--- src/rtl/rr_grant_arbiter_pkg.sv ---
// rr_grant_arbiter_pkg
// Shared definitions for the round-robin grant arbiter:
//   - NUM_REQ / IDX_W : requester count and owner index width
//   - state_e         : arbiter state encoding (IDLE=0, GRANT=1)
//   - rr_pick()       : first set request bit searching from a start pointer
package rr_grant_arbiter_pkg;

  localparam int NUM_REQ = 4;
  localparam int IDX_W   = 2;

  typedef enum logic {
    IDLE  = 1'b0,
    GRANT = 1'b1
  } state_e;

  // Circular priority search: ptr has top priority, then ptr+1, ... wrapping
  // naturally through the IDX_W-bit index arithmetic.
  function automatic logic [IDX_W-1:0] rr_pick(input logic [NUM_REQ-1:0] req,
                                               input logic [IDX_W-1:0]   ptr);
    logic [IDX_W-1:0] idx;
    logic [IDX_W-1:0] pick;
    logic             found;
    pick  = ptr;
    found = 1'b0;
    for (int k = 0; k < NUM_REQ; k++) begin
      idx = ptr + IDX_W'(k);
      if (!found && req[idx]) begin
        pick  = idx;
        found = 1'b1;
      end
    end
    return pick;
  endfunction

endpackage

--- src/rtl/rr_grant_arbiter_if.sv ---
// rr_grant_arbiter_if
// Request/grant bundle between requesters and the arbiter.
//   enabler : permits new grants (does not affect an existing grant)
//   req     : per-requester request, held high while the resource is wanted
//   gnt     : registered one-hot grant, zero when nobody owns the resource
//   gnt_id  : binary index of the owner, zero when gnt is zero
//   busy    : high exactly when gnt is non-zero
// Modports: master = requester side, slave = arbiter side.
interface rr_grant_arbiter_if;
  import rr_grant_arbiter_pkg::*;

  logic               enabler;
  logic [NUM_REQ-1:0] req;
  logic [NUM_REQ-1:0] gnt;
  logic [IDX_W-1:0]   gnt_id;
  logic               busy;

  modport master (output enabler, output req,
                  input  gnt, input gnt_id, input busy);

  modport slave  (input  enabler, input req,
                  output gnt, output gnt_id, output busy);

endinterface

--- src/rtl/rr_grant_arbiter_decode.sv ---
// grant_decode_2to4
// Turns the owner index into the one-hot grant vector.
//   idx    : owner index
//   en     : gate; output is all-zero when low
//   onehot : decoded one-hot grant
module grant_decode_2to4
  import rr_grant_arbiter_pkg::*;
(
  input  logic [IDX_W-1:0]   idx,
  input  logic               en,
  output logic [NUM_REQ-1:0] onehot
);

  always_comb begin
    onehot = '0;
    if (en) onehot[idx] = 1'b1;
  end

endmodule

--- src/rtl/rr_grant_arbiter.sv ---
// rr_grant_arbiter
// Four-requester round-robin arbiter with a two-state FSM (IDLE/GRANT).
// An owner keeps the resource while its request stays high; on release the
// round-robin pointer moves past it and at least one IDLE cycle follows.
// Ports:
//   clk   : clock, rising edge
//   rst_n : asynchronous active-low reset
//   bus   : rr_grant_arbiter_if.slave (enabler, req in; gnt, gnt_id, busy out)
// Parameter:
//   MAX_HOLD : consecutive granted cycles before a forced release (2..255)
// Configuration macro:
//   ARB_HOLD_LIMIT_EN : when defined, an owner that has held the grant for
//                       MAX_HOLD cycles is released if anyone else requests.
//                       When undefined the hold counter is not built.
module rr_grant_arbiter
  import rr_grant_arbiter_pkg::*;
#(
  parameter int MAX_HOLD = 8
) (
  input  logic               clk,
  input  logic               rst_n,
  rr_grant_arbiter_if.slave  bus
);

  if (MAX_HOLD < 2 || MAX_HOLD > 255) begin : g_bad_max_hold
    $error("rr_grant_arbiter: MAX_HOLD must lie in 2..255");
  end

  state_e             state_q, state_d;
  logic [IDX_W-1:0]   ptr_q,   ptr_d;
  logic [IDX_W-1:0]   owner_q, owner_d;
  logic [NUM_REQ-1:0] gnt_q,   gnt_d;
  logic               release_now;

`ifdef ARB_HOLD_LIMIT_EN
  localparam logic [7:0] HOLD_MAX = 8'(MAX_HOLD);
  logic [7:0] hcnt_q, hcnt_d;
`endif

  // The owner index is cleared on release so gnt_id reads 0 whenever idle.
  always_comb begin
    state_d     = state_q;
    ptr_d       = ptr_q;
    owner_d     = owner_q;
    release_now = 1'b0;
`ifdef ARB_HOLD_LIMIT_EN
    hcnt_d      = hcnt_q;
`endif
    case (state_q)
      IDLE: begin
        if (bus.enabler && (|bus.req)) begin
          state_d = GRANT;
          owner_d = rr_pick(bus.req, ptr_q);
`ifdef ARB_HOLD_LIMIT_EN
          hcnt_d  = 8'd1;
`endif
        end
      end
      GRANT: begin
        release_now = !bus.req[owner_q];
`ifdef ARB_HOLD_LIMIT_EN
        // gnt_q is the owner's one-hot, so req & ~gnt_q is everyone else.
        if ((hcnt_q == HOLD_MAX) && (|(bus.req & ~gnt_q))) release_now = 1'b1;
`endif
        if (release_now) begin
          state_d = IDLE;
          ptr_d   = owner_q + 2'd1;
          owner_d = '0;
`ifdef ARB_HOLD_LIMIT_EN
          hcnt_d  = 8'd0;
`endif
        end
`ifdef ARB_HOLD_LIMIT_EN
        else if (hcnt_q != HOLD_MAX) begin
          hcnt_d = hcnt_q + 8'd1;
        end
`endif
      end
      default: begin
        state_d = IDLE;
        owner_d = '0;
      end
    endcase
  end

  // Decode the next owner so the grant itself is a flop.
  grant_decode_2to4 u_decode (
    .idx    (owner_d),
    .en     (state_d == GRANT),
    .onehot (gnt_d)
  );

  always_ff @(posedge clk or negedge rst_n) begin
    if (!rst_n) begin
      state_q <= IDLE;
      ptr_q   <= '0;
      owner_q <= '0;
      gnt_q   <= '0;
    end else begin
      state_q <= state_d;
      ptr_q   <= ptr_d;
      owner_q <= owner_d;
      gnt_q   <= gnt_d;
    end
  end

`ifdef ARB_HOLD_LIMIT_EN
  always_ff @(posedge clk or negedge rst_n) begin
    if (!rst_n) hcnt_q <= 8'd0;
    else        hcnt_q <= hcnt_d;
  end
`endif

  assign bus.gnt    = gnt_q;
  assign bus.gnt_id = owner_q;
  assign bus.busy   = (state_q == GRANT);

endmodule

--- src/flat_wrapper.sv ---
// flat-port wrapper written by rule: the top's interface ports become plain ports
module rr_grant_arbiter_flat import rr_grant_arbiter_pkg::*;
#(
  parameter int MAX_HOLD = 8
)
  (clk, rst_n, bus_enabler, bus_req, bus_gnt, bus_gnt_id, bus_busy);
  rr_grant_arbiter_if bus_i ();
  input  logic clk;
  input  logic rst_n;
  input wire logic [$bits(bus_i.enabler)-1:0] bus_enabler;
  input wire logic [$bits(bus_i.req)-1:0] bus_req;
  output wire logic [$bits(bus_i.gnt)-1:0] bus_gnt;
  output wire logic [$bits(bus_i.gnt_id)-1:0] bus_gnt_id;
  output wire logic [$bits(bus_i.busy)-1:0] bus_busy;
  assign bus_i.enabler = bus_enabler;
  assign bus_i.req = bus_req;
  assign bus_gnt = bus_i.gnt;
  assign bus_gnt_id = bus_i.gnt_id;
  assign bus_busy = bus_i.busy;
  rr_grant_arbiter #(.MAX_HOLD(MAX_HOLD)) u_core (.clk(clk), .rst_n(rst_n), .bus(bus_i));
endmodule
--- config.mk ---
export PLATFORM = sky130hd
export DESIGN_NAME = rr_grant_arbiter_flat
export DESIGN_NICKNAME = d
export VERILOG_FILES = /design/src/rtl/rr_grant_arbiter_pkg.sv /design/src/rtl/rr_grant_arbiter_if.sv /design/src/rtl/rr_grant_arbiter_decode.sv /design/src/rtl/rr_grant_arbiter.sv /design/src/flat_wrapper.sv
export SDC_FILE = /design/constraint.sdc
export NUM_CORES = 1
export LEC_CHECK = 0
export BUFFER_PORTS_ARGS = -buffer_cell sky130_fd_sc_hd__buf_4
export CORE_AREA = 3 3 40 42
export CTS_CLUSTER_DIAMETER = 50
export CTS_CLUSTER_SIZE = 14
export DETAILED_ROUTE_END_ITERATION = 10
export DIE_AREA = 0 0 43 45
export PLACE_DENSITY = 0.73
export SYNTH_ARGS = -nofsm -noshare
export SYNTH_HDL_FRONTEND = slang
export SYNTH_HIERARCHICAL = 1
export SYNTH_SLANG_ARGS = --single-unit
--- constraint.sdc ---
create_clock -name clk -period 1.5 [get_ports clk]
set_input_delay 0.3 -clock clk [delete_from_list [all_inputs] [get_ports clk]]
set_output_delay 0.3 -clock clk [all_outputs]
set_load 0.02 [all_outputs]
==> impl_metrics.yaml <==
synth:
  synth_top_family_by_area: "simple AND/OR/NAND/NOR gates"
  synthXorXnorAreaFrac_pct: 1.67
  synth_warnings: 6
  yosys.area_share.adder_pct: 0
  syn_area_per_cell_um2: 10.5
  synth.distinct_cells: 25
  netlist_instances: 50
  synth_area_um2: 526
  synthMuxAreaShare_pct: 11.9
  synthSimpleGateAreaFrac_pct: 24.5
  synth_fp_nets: 57
  synth.ff_latch_count: 9
  ys_seq_area_share_pct: 42.9
  synth_compound_area_share_pct: 15.5
global_route:
  antenna_found_initial: 0
  grt_pass1_vias: 541
  grt_pass1_wl_um: 2190
  grt-ovfl-total: 0
  groute.usage.overall_pct: 15.6
  grt_max_degree: 10
pwr:
  combPwrFrac_pct: 60.0
  p_int_uw: 929
  finalPower_mw: 1.51
  p_switching_uw: 583
  swShare_pct: 38.6
  ir_drop_uv: 883
  power.density_nw_per_um2: 1870
  seqPwrFrac_pct: 28.4
  leakage_nw: 0.383
  p_clk_share_pct: 11.6
placed_design:
  numPlacedInstances: 89
  gp_congestion: 0.761
  io_buffer_count: 13
  place_area_um2: 743
  dp_hpwl_um: 970
clock_tree:
  insertion_delay_ps: 250
  clk_pin_slew_worst_paths_ps: 60
  cts_made_buffers: 3
  cts_buffer_depth: 2
  cts_sinks: 9
  ctsRootBufferMaster: "clkbuf_4"
  cts_tree: "built"
  cts_max_level: 1
setup_path:
  crit_arrival_ps: 1600
  max_stage_delay_ps: 520
  cp-end-kind: "register"
  critPathRequiredTime_ps: 1640
  startpoint: "bus_req[3]"
  timing.rr.start: "u_core/ptr_q[1]$_DFFE_PN0P_"
  cp_max_fo: 5
  cp_slowest_cell: "or4_1"
  r2r_slack_ps: 60
  r2r_cells: 5
  cp-start-kind: "primary input"
  endpoint: "u_core/bus.gnt[3]$_DFF_PN0_"
  critical_path.cell_chain: "buf_4 > or4_1 > and3_4 > o211ai_1 > o22ai_4 > and3_4"
  rr_endpoint: "u_core/bus.gnt[1]$_DFF_PN0_"
  crit_path_frequent_cell: "and3_4"
  crit_type: "primary input to register"
run:
  max_cap_viol_count: 0
run_status:
  status: "completed"
final_layout:
  fillers: 122
  fin_nets: 88
  multi_input_area_um2: 322
  register_area_um2: 229
  drive_gt1_share_pct: 52.5
  design_area_um2: 808
  instances_no_fill: 95
  antenna_cells: 0
  syn_to_final_growth_pct: 53.8
detailed_routing:
  viasPerCell: 5.28
  drt_iter0_markers: 4
  drc: 0
  via_count: 502
  wl_per_cell_um: 13.6
  drt_first_pass_iters: 4
  wl_um: 1290
  postRouteAntennaNets: 0
timing:
  worst_pin_slew_ps: 255
  clock.fmax_mhz: 685
  slew_viol_final: 0
  period_share_pct: 97.3
  fin_worst_skew_ps: 2.04
  max_slew_margin_pct: 82.5
  hold_viol: 0
  finalCriticalPeriod_ps: 1460
  setup_viol: 0
  whs_ps: 400
  grt_setup_unrepaired: "true"
  setup_tns_ps: 0
die:
  die_h_um: 45
  core_um2: 1280
  rows: 13
  ios: 14
  dieArea_um2: 1940
  initial_core_util_pct: 40.9
  fp.dieW_um: 43
worst_hold_path:
  hp-class: "primary input to async pin"
==> flip-flops by register name, summed over array words and instances (netlist names) <==
signal and flops:
u_core/bus.gnt 4, u_core/bus.gnt_id 2, u_core/ptr_q 2, u_core/bus.busy 1
==> layer usage <==
| metal | global-route usage (%) | part of all wire [%] | up-vias |
|---|---|---|---|
| met4 | 11.4 | 1.6 | 0 |
| met2 | 26.9 | 52 | 15 |
| met3 | 3.19 | 5.6 | 4 |
| met1 | 16.9 | 41 | 236 |
| met5 | 0 | 0 | - |
| li1 | - | - | 247 |
==> Yosys cell counts <==
library cell	n	area (um^2)
a211oi_1	1	7.51
and3b_1	2	17.5
mux2_2	2	22.5
nor4bb_1	2	20.0
or4_1	1	7.51
xor2_1	1	8.76
nor2b_1	3	18.8
nand3b_1	2	15.0
o211ai_1	1	7.51
a21oi_1	3	15.0
mux2i_1	4	40.0
o21ai_1	1	5.00
o2111ai_1	1	8.76
and3_2	1	7.51
nor2_1	2	7.51
buf_6	1	11.3
dfrtp_1	9	225
o21ai_0	3	15.0
and3_4	1	11.3
a2bb2oi_1	1	8.76
o22ai_1	1	6.26
inv_1	2	7.51
nand2_1	3	11.3
a21o_1	1	7.51
nor3b_2	1	12.5
==> worst min-delay path by stage <==
stage	from	to	slack, ps	depth (start not counted)
after floorplan	rst_n	u_core/bus.busy$_DFF_PN0_	4	0
after global placement	rst_n	u_core/bus.gnt[0]$_DFF_PN0_	130	1
after detailed placement	rst_n	u_core/bus.gnt[3]$_DFF_PN0_	130	1
after CTS	rst_n	u_core/bus.gnt[1]$_DFF_PN0_	390	2
after global routing	rst_n	u_core/bus.gnt[1]$_DFF_PN0_	410	2
final	rst_n	u_core/bus.gnt[3]$_DFF_PN0_	400	2
==> placed cells by master, fill, tap and decap left out, types with 2 or more instances in the layout <==
master	count
clkbuf_4	3
and3_4	2
a21oi_1	3
inv_1	2
and3b_1	2
o21ai_0	2
dfrtp_1	6
nor2b_1	3
buf_4	26
dfrtp_2	3
mux2i_1	4
nand2_1	3
nor4bb_2	2
nand3b_1	2
==> per-stage QoR <==
step           worst slack, ps  utilization, %
6_report                  40.1            62.9
5_1_grt                  -18.0            62.9
4_1_cts                   17.8            60.7
3_5_place_dp              -219            57.8
3_3_place_gp              -202            57.8
2_1_floorplan            -48.2               -
==> worst max-delay path: cells and delay by family <==
family	cells	cell delay (ps)
compound gates	2	290
buf+inv	1	110
simple gates	3	900
==> what timing repair did <==
action / in CTS / in global routing
resized for setup: 0 / 7
cloned: 0 / 0
pin swaps: 1 / 3
hold buffers: 1 / 0
setup endpoints to repair: 1 / 5
buffers inserted: 0 / 1
hold endpoints to repair: 9 / 0
==> cell type report <==
type | instances | share of cell area, %
clock buffer | 4 | 3.25
sequential | 9 | 28.3
timing repair buffer | 27 | 25.4
tap | 15 | 2.32
multi-input combinational | 38 | 39.8
inverter | 2 | 0.929
==> power by group through the flow <==
stage	logic, mW	registers (mW)	clock network (mW)
finish	0.907	0.429	0.176
global route	0.990	0.445	0.196
detailed placement	0.847	0.424	0
floorplan	0.367	0.528	0
CTS	0.854	0.422	0.187
global placement	0.829	0.422	0
==> logic make-up after synthesis <==
logic type | after synthesis
AND/OR/NAND/NOR | 18
AO/OA/AOI/OAI | 13
flip-flops | 9
multiplexers | 6
buffers and inverters | 3
XOR/XNOR | 1
Power figures use the tool's default switching activity.
